===== src/rtl/ma4_track.sv =====
// Running-best score tracker for the banded Smith-Waterman max-reduction tree.
// Tracks the best wavefront max, its PE and wavefront index, and hands the result off on valid/ready.
module ma4_track #(
  parameter int H_W   = 7,
  parameter int P_W   = 2,
  parameter int CYC_W = 8
) (
  input  logic             clk,
  input  logic             rst_n,
  input  logic             start,
  input  logic             in_valid,
  input  logic [P_W-1:0]   ma_p,
  input  logic [H_W-1:0]   ma_out,
  input  logic             in_last,
  output logic             busy,
  output logic             out_valid,
  input  logic             out_ready,
  output logic [H_W-1:0]   best_score,
  output logic [P_W-1:0]   best_pe,
  output logic [CYC_W-1:0] best_cyc,
  output logic [CYC_W-1:0] best_ref
);

  typedef enum logic [1:0] {IDLE, RUN, DONE} state_t;

  localparam logic [CYC_W-1:0] CNT_MAX = '1;

  state_t           state;
  logic [CYC_W-1:0] cnt;

  // NOTE: every register here uses <= so all state updates see pre-edge values;
  // reset clears every output register, so the result is never X after power-up.
  always_ff @(posedge clk or negedge rst_n) begin
    if (!rst_n) begin
      state      <= IDLE;
      cnt        <= '0;
      busy       <= 1'b0;
      out_valid  <= 1'b0;
      best_score <= '0;
      best_pe    <= '0;
      best_cyc   <= '0;
      best_ref   <= '0;
    end else begin
      case (state)
        IDLE: begin
          if (start) begin
            cnt        <= '0;
            best_score <= '0;
            best_pe    <= '0;
            best_cyc   <= '0;
            best_ref   <= '0;
            busy       <= 1'b1;
            state      <= RUN;
          end
        end
        RUN: begin
          if (in_valid) begin
            // Strict compare: ties keep the earlier wavefront, matching the tree's tie rule.
            if (ma_out > best_score) begin
              best_score <= ma_out;
              best_pe    <= ma_p;
              best_cyc   <= cnt;
              best_ref   <= cnt - CYC_W'(ma_p);
            end
            if (cnt != CNT_MAX) cnt <= cnt + CYC_W'(1);
            if (in_last) begin
              out_valid <= 1'b1;
              state     <= DONE;
            end
          end
        end
        DONE: begin
          if (out_ready) begin
            out_valid <= 1'b0;
            busy      <= 1'b0;
            state     <= IDLE;
          end
        end
        default: state <= IDLE;
      endcase
    end
  end

endmodule


===== config.mk =====
export PLATFORM = sky130hd
export DESIGN_NAME = ma4_track
export DESIGN_NICKNAME = d
export VERILOG_FILES = /design/src/rtl/ma4_track.sv
export SDC_FILE = /design/constraint.sdc
export NUM_CORES = 1
export LEC_CHECK = 0
export CAP_MARGIN = 0
export CORE_MARGIN = 3
export CORE_UTILIZATION = 30
export CTS_BUF_LIST = sky130_fd_sc_hd__clkbuf_8
export CTS_CLUSTER_DIAMETER = 60
export CTS_CLUSTER_SIZE = 14
export DETAILED_ROUTE_END_ITERATION = 10
export GPL_ROUTABILITY_DRIVEN = 0
export SYNTH_ARGS = -nofsm -noshare
export SYNTH_HDL_FRONTEND = slang
export SYNTH_SLANG_ARGS = --single-unit

===== constraint.sdc =====
create_clock -name clk -period 2.99 [get_ports clk]
set_clock_uncertainty 0.15 [all_clocks]
set_input_delay 0.598 -clock clk [delete_from_list [all_inputs] [get_ports clk]]
set_output_delay 0.598 -clock clk [all_outputs]
set_load 0.005 [all_outputs]

### Yosys cells after proc, flatten, opt, wreduce, memory -nomap -nowiden

Cells that the tools add are included.
Widths: inputs -> output; s select.

| storage, ports and cells | value |
|---|---|
| input port bits | 15 |
| flip-flop bits (word level) | 37 |
| output and inout port bits | 27 |
| logic and storage cells | 58 |

| cells by class | value |
|---|---|
| add/subtract/negate cells | 2 |
| reductions and logical operators | 9 |
| $lt $le $gt $ge | 1 |
| equality and inequality tests | 9 |
| multiplexer cells | 29 |

Operator list:

| cell | number |
|---|---|
| $mux 8 | 7 |
| $pmux 8 s2 | 3 |
| $mux 7 | 3 |
| $reduce_and 4->1 | 4 |
| $mux 2 | 7 |
| $pmux 7 s2 | 1 |
| $ne 2x2->1 const B | 6 |
| $add 8x1->8 const B | 1 |
| $ne 8x8->1 const B | 1 |
| $sub 8x2->8 | 1 |
| $gt 7x7->1 | 1 |
| $pmux 2 s3 | 1 |
| $reduce_bool 2->1 | 3 |
| $mux 1 | 4 |
| $pmux 1 s2 | 2 |
| $pmux 2 s2 | 1 |
| $reduce_and 3->1 | 1 |
| $eq 2x1->1 const B | 1 |
| $eq 2x2->1 const B | 1 |
| $logic_not 2->1 | 1 |

### Logic depth before layout (Yosys ltp)

Gate-level depths: netlist (run 1).

| depth | value |
|---|---|
| depth in word-level cells | 4 |
| depth in mapped cells | 8 |

### Worst setup path before layout (run 1)

No wires, ideal clock.

| timing | value |
|---|---|
| kind | input-to-reg |
| start | input port ma_out[4] |
| end | register best_ref[6] |
| required time | 2,712 ps |
| setup slack | 738 ps |
| stages | 7 |
| data arrival time | 1,974 ps |
| setup time | 128 ps |
| path buffers | 2 |
| cells stage by stage | ha_1 -> a21oi_1 -> o2111ai_1 -> o221a_2 -> buf_6 -> buf_4 -> mux2_1 |

| on the way | value |
|---|---|
| longest elaborated chain between the ends | 3 |

RTL lines:

| element | line | RTL |
|---|---|---|
| start: declaration | 13 | `input logic [H_W-1:0] ma_out,` |
| $gt 7x7->1 | 59 | `if (ma_out > best_score) begin` |
| $ne 2x2->1 (no line) | - |  |
| $reduce_and 4->1 (no line) | - |  |
| end signal: assignment | 63 | `best_ref <= cnt - CYC_W'(ma_p);` |
| end: declaration | 21 | `output logic [CYC_W-1:0] best_ref` |

Every way passes these cells.
A chain may end at the register's enable or synchronous reset.

### Final worst setup path (run 1)

| timing | value |
|---|---|
| start | input port ma_p[0] |
| end | register best_ref[6] |

| on the way | value |
|---|---|
| longest elaborated chain between the ends | 4 |

RTL lines:

| element | line | RTL |
|---|---|---|
| start: declaration | 12 | `input logic [P_W-1:0] ma_p,` |
| $sub 8x2->8 | 63 |  |
| $mux 8 | 59 |  |
| $mux 8 | 57 | `if (in_valid) begin` |
| $pmux 8 s2 | 44 | `case (state)` |

Every way passes these cells. The select of a mux whose other input is x is not followed.

==> results.md, run 1 <==
* Final Slew Violations at 0
* Flop pwr share at 35.1%
* Post_cts resized at 0
* Comb pwr share at 43.1%
* Cts bufs inserted at 5
* Final non-filler cell total at 329
* H-tree Lvls at 2
* HP Class: in -> async
* DRC at 0
* Die height at 89.46 um
* Maxcap violations at 0
* Post-synth EDFFs at 0
* Reg-to-reg setup timing slack at 0.75 ns
* Nets at 277
* Total core area at 6531 um2
* Area Growth Syn to Fin at 28.02%
* Worst Setup End Kind: flop
* Final hold vios at 0
* Worst-Margin Slew at 0.9382 ns
* Largest net degree at the start of global routing at 38
* Gr busiest metal: met2
* DRT iter0 DRCs at 54
* Most frequent cells in the layout: clkdlybuf4s50_1, dfrtp_1, inv_1, nand2_1, nor2_1
* Die area at 8002 um2
* Post-Syn Nets at 237
* FFs w/ async S/R, synth at 100.0%
* Switch Pwr at 681.1 uW
* Initial Util at 31.99%
* Cell variety after synth at 42
* Clock Power Share at 21.8%
* Post-Route WL at 4460 um
* Critical Path RT at 3.07 ns
* Internal power at 1.394 mW
* Maximum clock rate at 406.1 MHz
* Peak VDD IR at 0.1942 mV
* Crit path time final at 2.462 ns
* Syn_area_per_cell at 9.903 um2
* First-pass GRT wire length at 7693 um
* Reg-to-reg startpoint: cnt[0]
* Clock tree root driver cell: clkbuf_8
* Syn Inst Count at 211
* Worst r2r dst: best_ref[6]
* CP Max Fanout at 4
* Met3 Use GR at 3.871%
* Remaining Overflow, GRT at 0
* Via-to-Cell Ratio at 4.954
* Critical path class: in -> reg
* Startpoint Class: input pin
* Clock Latency Late Sink at 0.29 ns
* Met1 GRT Util at 16.15%
* Crit share post-route at 82.35%
* DRT antenna net count at 0
* Dominant synthesized flop cell: dfrtp_1
* IO Count at 42
* Initial antenna violation count at 0
* Headroom to the max-slew limit at 36.66%
* Post-CTS setup repair buffer count at 0
* DP HPWL at 3208 um
* Top cells by area, synth: dfrtp_1, mux2i_1, ha_1
* Synth area leader: dfrtp_1
* Power density over cell area at 775.7 nW/um2
* DR pass1 iterations at 4
* Wire per inst at 13.56 um
* Setup-failing EPs final at 0
* Status: completed
* Die W at 89.46 um
* CTS tree: built
* Post-Syn Area at 2090 um2
* Setup TNS at 0 ns
* Clock buffer depth at 2
* GR Util met2 at 20.16%
* Antenna Diode Count at 0
* Area share of the largest cell type after synthesis at 44.31%
* Hold buffer count at CTS at 0
* RSZ-0062 raised after global routing: no
* Clk sink count at 37
* Reg2Reg Depth at 7
* Most common cell after layout, fill and taps aside: clkdlybuf4s50_1
* Layout cell share with drive strength beyond 1 at 10.71%
* Pleak at 1.200 nW
* Vias in the first global route at 1,622
* Total GRT Usage at 12.62%
* IO buf count at 41
* Switching share of total power at 32.82%
* Placed insts at 321
* Synth warn at 0
* Register area share after synthesis at 44.31%
* Post-synthesis register bit count at 37
* # rows at 29
* Clk pin slew, worst setup/hold paths at 0.08 ns
* Crit path arrival time at 2.54 ns
* Total vias in the final route at 1,630
==> per-layer routing <==
layer  up-vias  routed length (um)
li1        809                   -
met4         0                  69
met5         -                   0
met2        35                2091
met1       780                2084
met3         6                 215
==> power groups by stage <==
stage / Combinational [mW] / Sequential (mW) / Clock [mW]
6_report: 0.895 / 0.728 / 0.452
5_1_grt: 1.01 / 0.750 / 0.487
4_1_cts: 0.912 / 0.730 / 0.467
3_5_place_dp: 0.909 / 0.740 / 0
3_3_place_gp: 0.897 / 0.734 / 0
2_1_floorplan: 0.548 / 0.720 / 0
==> synth_stat cells (2+ instances only) <==
library cell   n
dfrtp_1       37
nand2_1       21
inv_1         20
nor2_1        14
mux2i_1       13
mux2_2        11
ha_1          10
a21oi_1        9
o21ai_0        9
o31ai_1        8
nand3_1        6
clkbuf_1       5
nand2b_1       4
buf_2          3
buf_6          3
nand4_1        3
nor3_1         3
or3_1          3
or4_1          3
and3_1         2
buf_4          2
nor2b_1        2
==> metrics by stage <==
step / area (um2) / util [%] / hold WS [ns] / worst slack, ns / power, mW
after floorplan: 2090 / - / 0.1524 / 0.7383 / 1.269
after global placement: 2559 / 39.18 / 0.3414 / 0.2497 / 1.631
after detailed placement: 2559 / 39.18 / 0.3487 / 0.2423 / 1.648
after CTS: 2675 / 40.96 / 0.2961 / 0.5422 / 2.109
after global routing: 2675 / 40.96 / 0.3319 / 0.4136 / 2.252
final: 2675 / 40.96 / 0.2568 / 0.5277 / 2.075
==> final cells by class <==
type | instances | area, um2
Clock buffer | 6 | 82.58
Clock inverter | 2 | 33.78
Fill cell | 663 | 3856
Inverter | 20 | 75.07
Multi-Input combinational cell | 141 | 1006
Sequential cell | 37 | 925.9
Tap cell | 77 | 96.34
Timing Repair Buffer | 46 | 455.4
==> how the worst max path moves through the flow <==
stage,start,slack (ns),cells after the start,endpoint
2_1_floorplan,ma_out[4],0.74,7,best_ref[6]
3_3_place_gp,ma_p[0],0.25,7,best_ref[6]
3_5_place_dp,ma_p[0],0.24,7,best_ref[6]
4_1_cts,ma_p[0],0.54,7,best_ref[6]
5_1_grt,ma_p[0],0.41,7,best_ref[6]
6_report,ma_p[0],0.53,7,best_ref[6]
==> registers in the layout, indices dropped and copies added (netlist names) <==
name        count
best_cyc        8
out_valid       1
best_score      7
state           2
busy            1
cnt             8
best_ref        8
best_pe         2
==> worst max-delay path, cell delays in order <==
cell and delay [ns]:
clkdlybuf4s50_1 0.48, ha_1 0.17, inv_1 0.05, fa_1 0.42, or4_1 0.53, a21oi_1 0.15
mux2_1 0.14
==> cell families after synthesis <==
kind of cell,Yosys count,share of synthesized area (%)
muxes,25,12.69
adders and majority gates,11,6.946
and+or+nand+nor,66,16.05
DFF,37,44.31
xor gates and xnor gates,2,0.8385
buffers and inverters,33,7.544
AOI/OAI and AO/OA,37,11.62
(Power assumes the default switching activity.)
==> run 2: changes to the inputs <==
==> constraint.sdc (replaced) <==
create_clock -name clk -period 2.02 [get_ports clk]
set_clock_uncertainty 0.15 [all_clocks]
set_input_delay 0.404 -clock clk [delete_from_list [all_inputs] [get_ports clk]]
set_output_delay 0.404 -clock clk [all_outputs]
set_load 0.005 [all_outputs]
==> run 2 against run 1 <==
Net effect:
- the flow now finishes with violations (setup timing)
- routed wire length up 16%
- setup slack got worse by 0.55 ns
- clock power grew 22%
- first-iteration DRC count rose by 70%
- highest routed layer unchanged
- sequential cell count stayed put
- global-route usage up 1.2 points
- largest cell class unchanged
==> results.md, run 2 (synthesized netlist as in run 1, its figures left out) <==
* Clk pin slew, worst setup/hold paths at 0.08 ns
* Worst r2r dst: best_ref[6]
* Vias in the first global route at 1,785
* Nets at 315
* Final Slew Violations at 0
* Endpoint, Worst Hold: best_ref[6]
* Remaining Overflow, GRT at 0
* Crit share post-route at 101.3%
* Headroom to the max-slew limit at 68.06%
* DP HPWL at 3541 um
* Worst Setup End Kind: flop
* Antenna Diode Count at 0
* Layout cell share with drive strength beyond 1 at 31.03%
* Largest net degree at the start of global routing at 22
* Hold_sp: best_ref[6]
* RSZ-0062 raised after global routing: yes
* Worst-Margin Slew at 0.4791 ns
* Peak VDD IR at 0.2925 mV
* DRT antenna net count at 0
* Placed insts at 351
* Tot Pwr at 3.572 mW
* Startpoint Class: flop
* Total GRT Usage at 13.81%
* Clock buffer depth at 2
* Post-Route WL at 5190 um
* Largest regs: best_cyc (8), best_ref (8), cnt (8)
* IO Count at 42
* Maximum clock rate at 488.9 MHz
* DR pass1 iterations at 4
* Area Growth Syn to Fin at 51.20%
* Fillers at 594
* Hold depth at 1
* Maxcap violations at 0
* HP Class: reg -> reg
* Final hold vios at 0
* Status: complete, but fails checks
* Crit path time final at 2.045 ns
* Post-layout util at 48.37%
* Clock tree root driver cell: clkbuf_8
* # rows at 29
* Reg2Reg Depth at 7
* Final non-filler cell total at 367
* Cts bufs inserted at 5
* CTS tree: built
* First-pass GRT wire length at 8438 um
* Initial antenna violation count at 0
* Reg-to-reg startpoint: cnt[0]
* Wire per inst at 14.14 um
* Initial Util at 31.99%
* Post-route setup slack at -0.02541 ns
* Clk sink count at 37
* H-tree Lvls at 2
* Pleak at 1.437 nW
* Most frequent cells in the layout: dfrtp_1, buf_4, clkdlybuf4s50_1
* Reg-to-reg setup timing slack at -0.03 ns
* Critical Path RT at 2.10 ns
* Total vias in the final route at 1,813
* Via-to-Cell Ratio at 4.940
* Crit path arrival time at 2.13 ns
* DRC at 0
* Die height at 89.46 um
* DRT iter0 DRCs at 92
* Die W at 89.46 um
* Total core area at 6531 um2
* CP Max Fanout at 3
* Setup-failing EPs final at 2
* Power density over cell area at 1131 nW/um2
* Most common cell after layout, fill and taps aside: dfrtp_1
* Critical path class: reg -> reg
* Failing checks: setup timing
* IO buf count at 41
* Die area at 8002 um2
* Clock Latency Late Sink at 0.29 ns
[run 2: cell count changes in the layout (fill, tap and decap cells not counted), sizes merged]
| cell | before | now |
|---|---|---|
| inv | 21 | 20 |
| dlygate4sd2 | 0 | 9 |
| clkdlybuf4s50 | 40 | 31 |
| bufinv | 1 | 0 |
| o221a | 1 | 2 |
| buf | 6 | 42 |
| dlygate4sd3 | 0 | 1 |
| clkinv | 0 | 2 |
[run 2: where the power goes]
group / internal, mW / total [mW] / switching [mW]
logic: 1.13 / 1.96 / 0.833
clock network: 0.277 / 0.553 / 0.276
registers: 0.934 / 1.05 / 0.121
[run 2: through the flow]
stage	worst slack (ns)	area (um2)	hold WS, ns	setup TNS (ns)
6_report	-0.02541	3159	0.3521	-0.04117
5_1_grt	-0.08336	3159	0.3761	-0.6481
4_1_cts	0.005829	3027	0.3577	0
3_5_place_dp	-0.5648	2799	0.2409	-13.61
3_3_place_gp	-0.5664	2799	0.2427	-12.75
2_1_floorplan	0.0005567	2112	-0.04159	0
[run 2: critical path, cell delays in order, from the launching register on]
cell and delay (ns):
dfrtp_1 0.40, inv_2 0.09, ha_4 0.14, inv_2 0.03, fa_2 0.36, or4_4 0.55, a21oi_4 0.13, mux2_1 0.14
[run 2: routing by layer]
layer,vias to the layer above,track usage [%],part of all wire [%]
met3,7,3.687,4.8
li1,894,-,-
met2,50,22.97,48
met1,862,17.45,45
met4,0,4.330,1.4
met5,-,0,0
[run 2: layout make-up]
class                           instances  area (um2)  share of cell area [%]
Clock buffer                            6       82.58                   2.614
Clock inverter                          2       13.76                  0.4356
Inverter                               20       75.07                   2.376
Multi-Input combinational cell        142        1226                   38.81
Sequential cell                        37       925.9                   29.31
Tap cell                               77       96.34                   3.050
Timing Repair Buffer                   83       739.5                   23.41
[run 2: how the worst max path moves through the flow]
stage,startpoint,endpoint,slack (ns)
6_report,cnt[0],best_ref[6],-0.03
5_1_grt,cnt[0],best_ref[4],-0.08
4_1_cts,cnt[0],best_ref[6],0.006
3_5_place_dp,ma_p[0],best_ref[6],-0.56
3_3_place_gp,ma_p[0],best_ref[6],-0.57
2_1_floorplan,best_score[4],best_ref[6],0.0006
[run 2: what timing repair did]
action	4_1_cts	5_1_grt
endpoints found under the setup margin	25	25
hold buffers	1	0
hold endpoints to repair	19	0
pin swaps	15	14
cloned	1	0
resized for setup	34	21
setup buffers	1	5
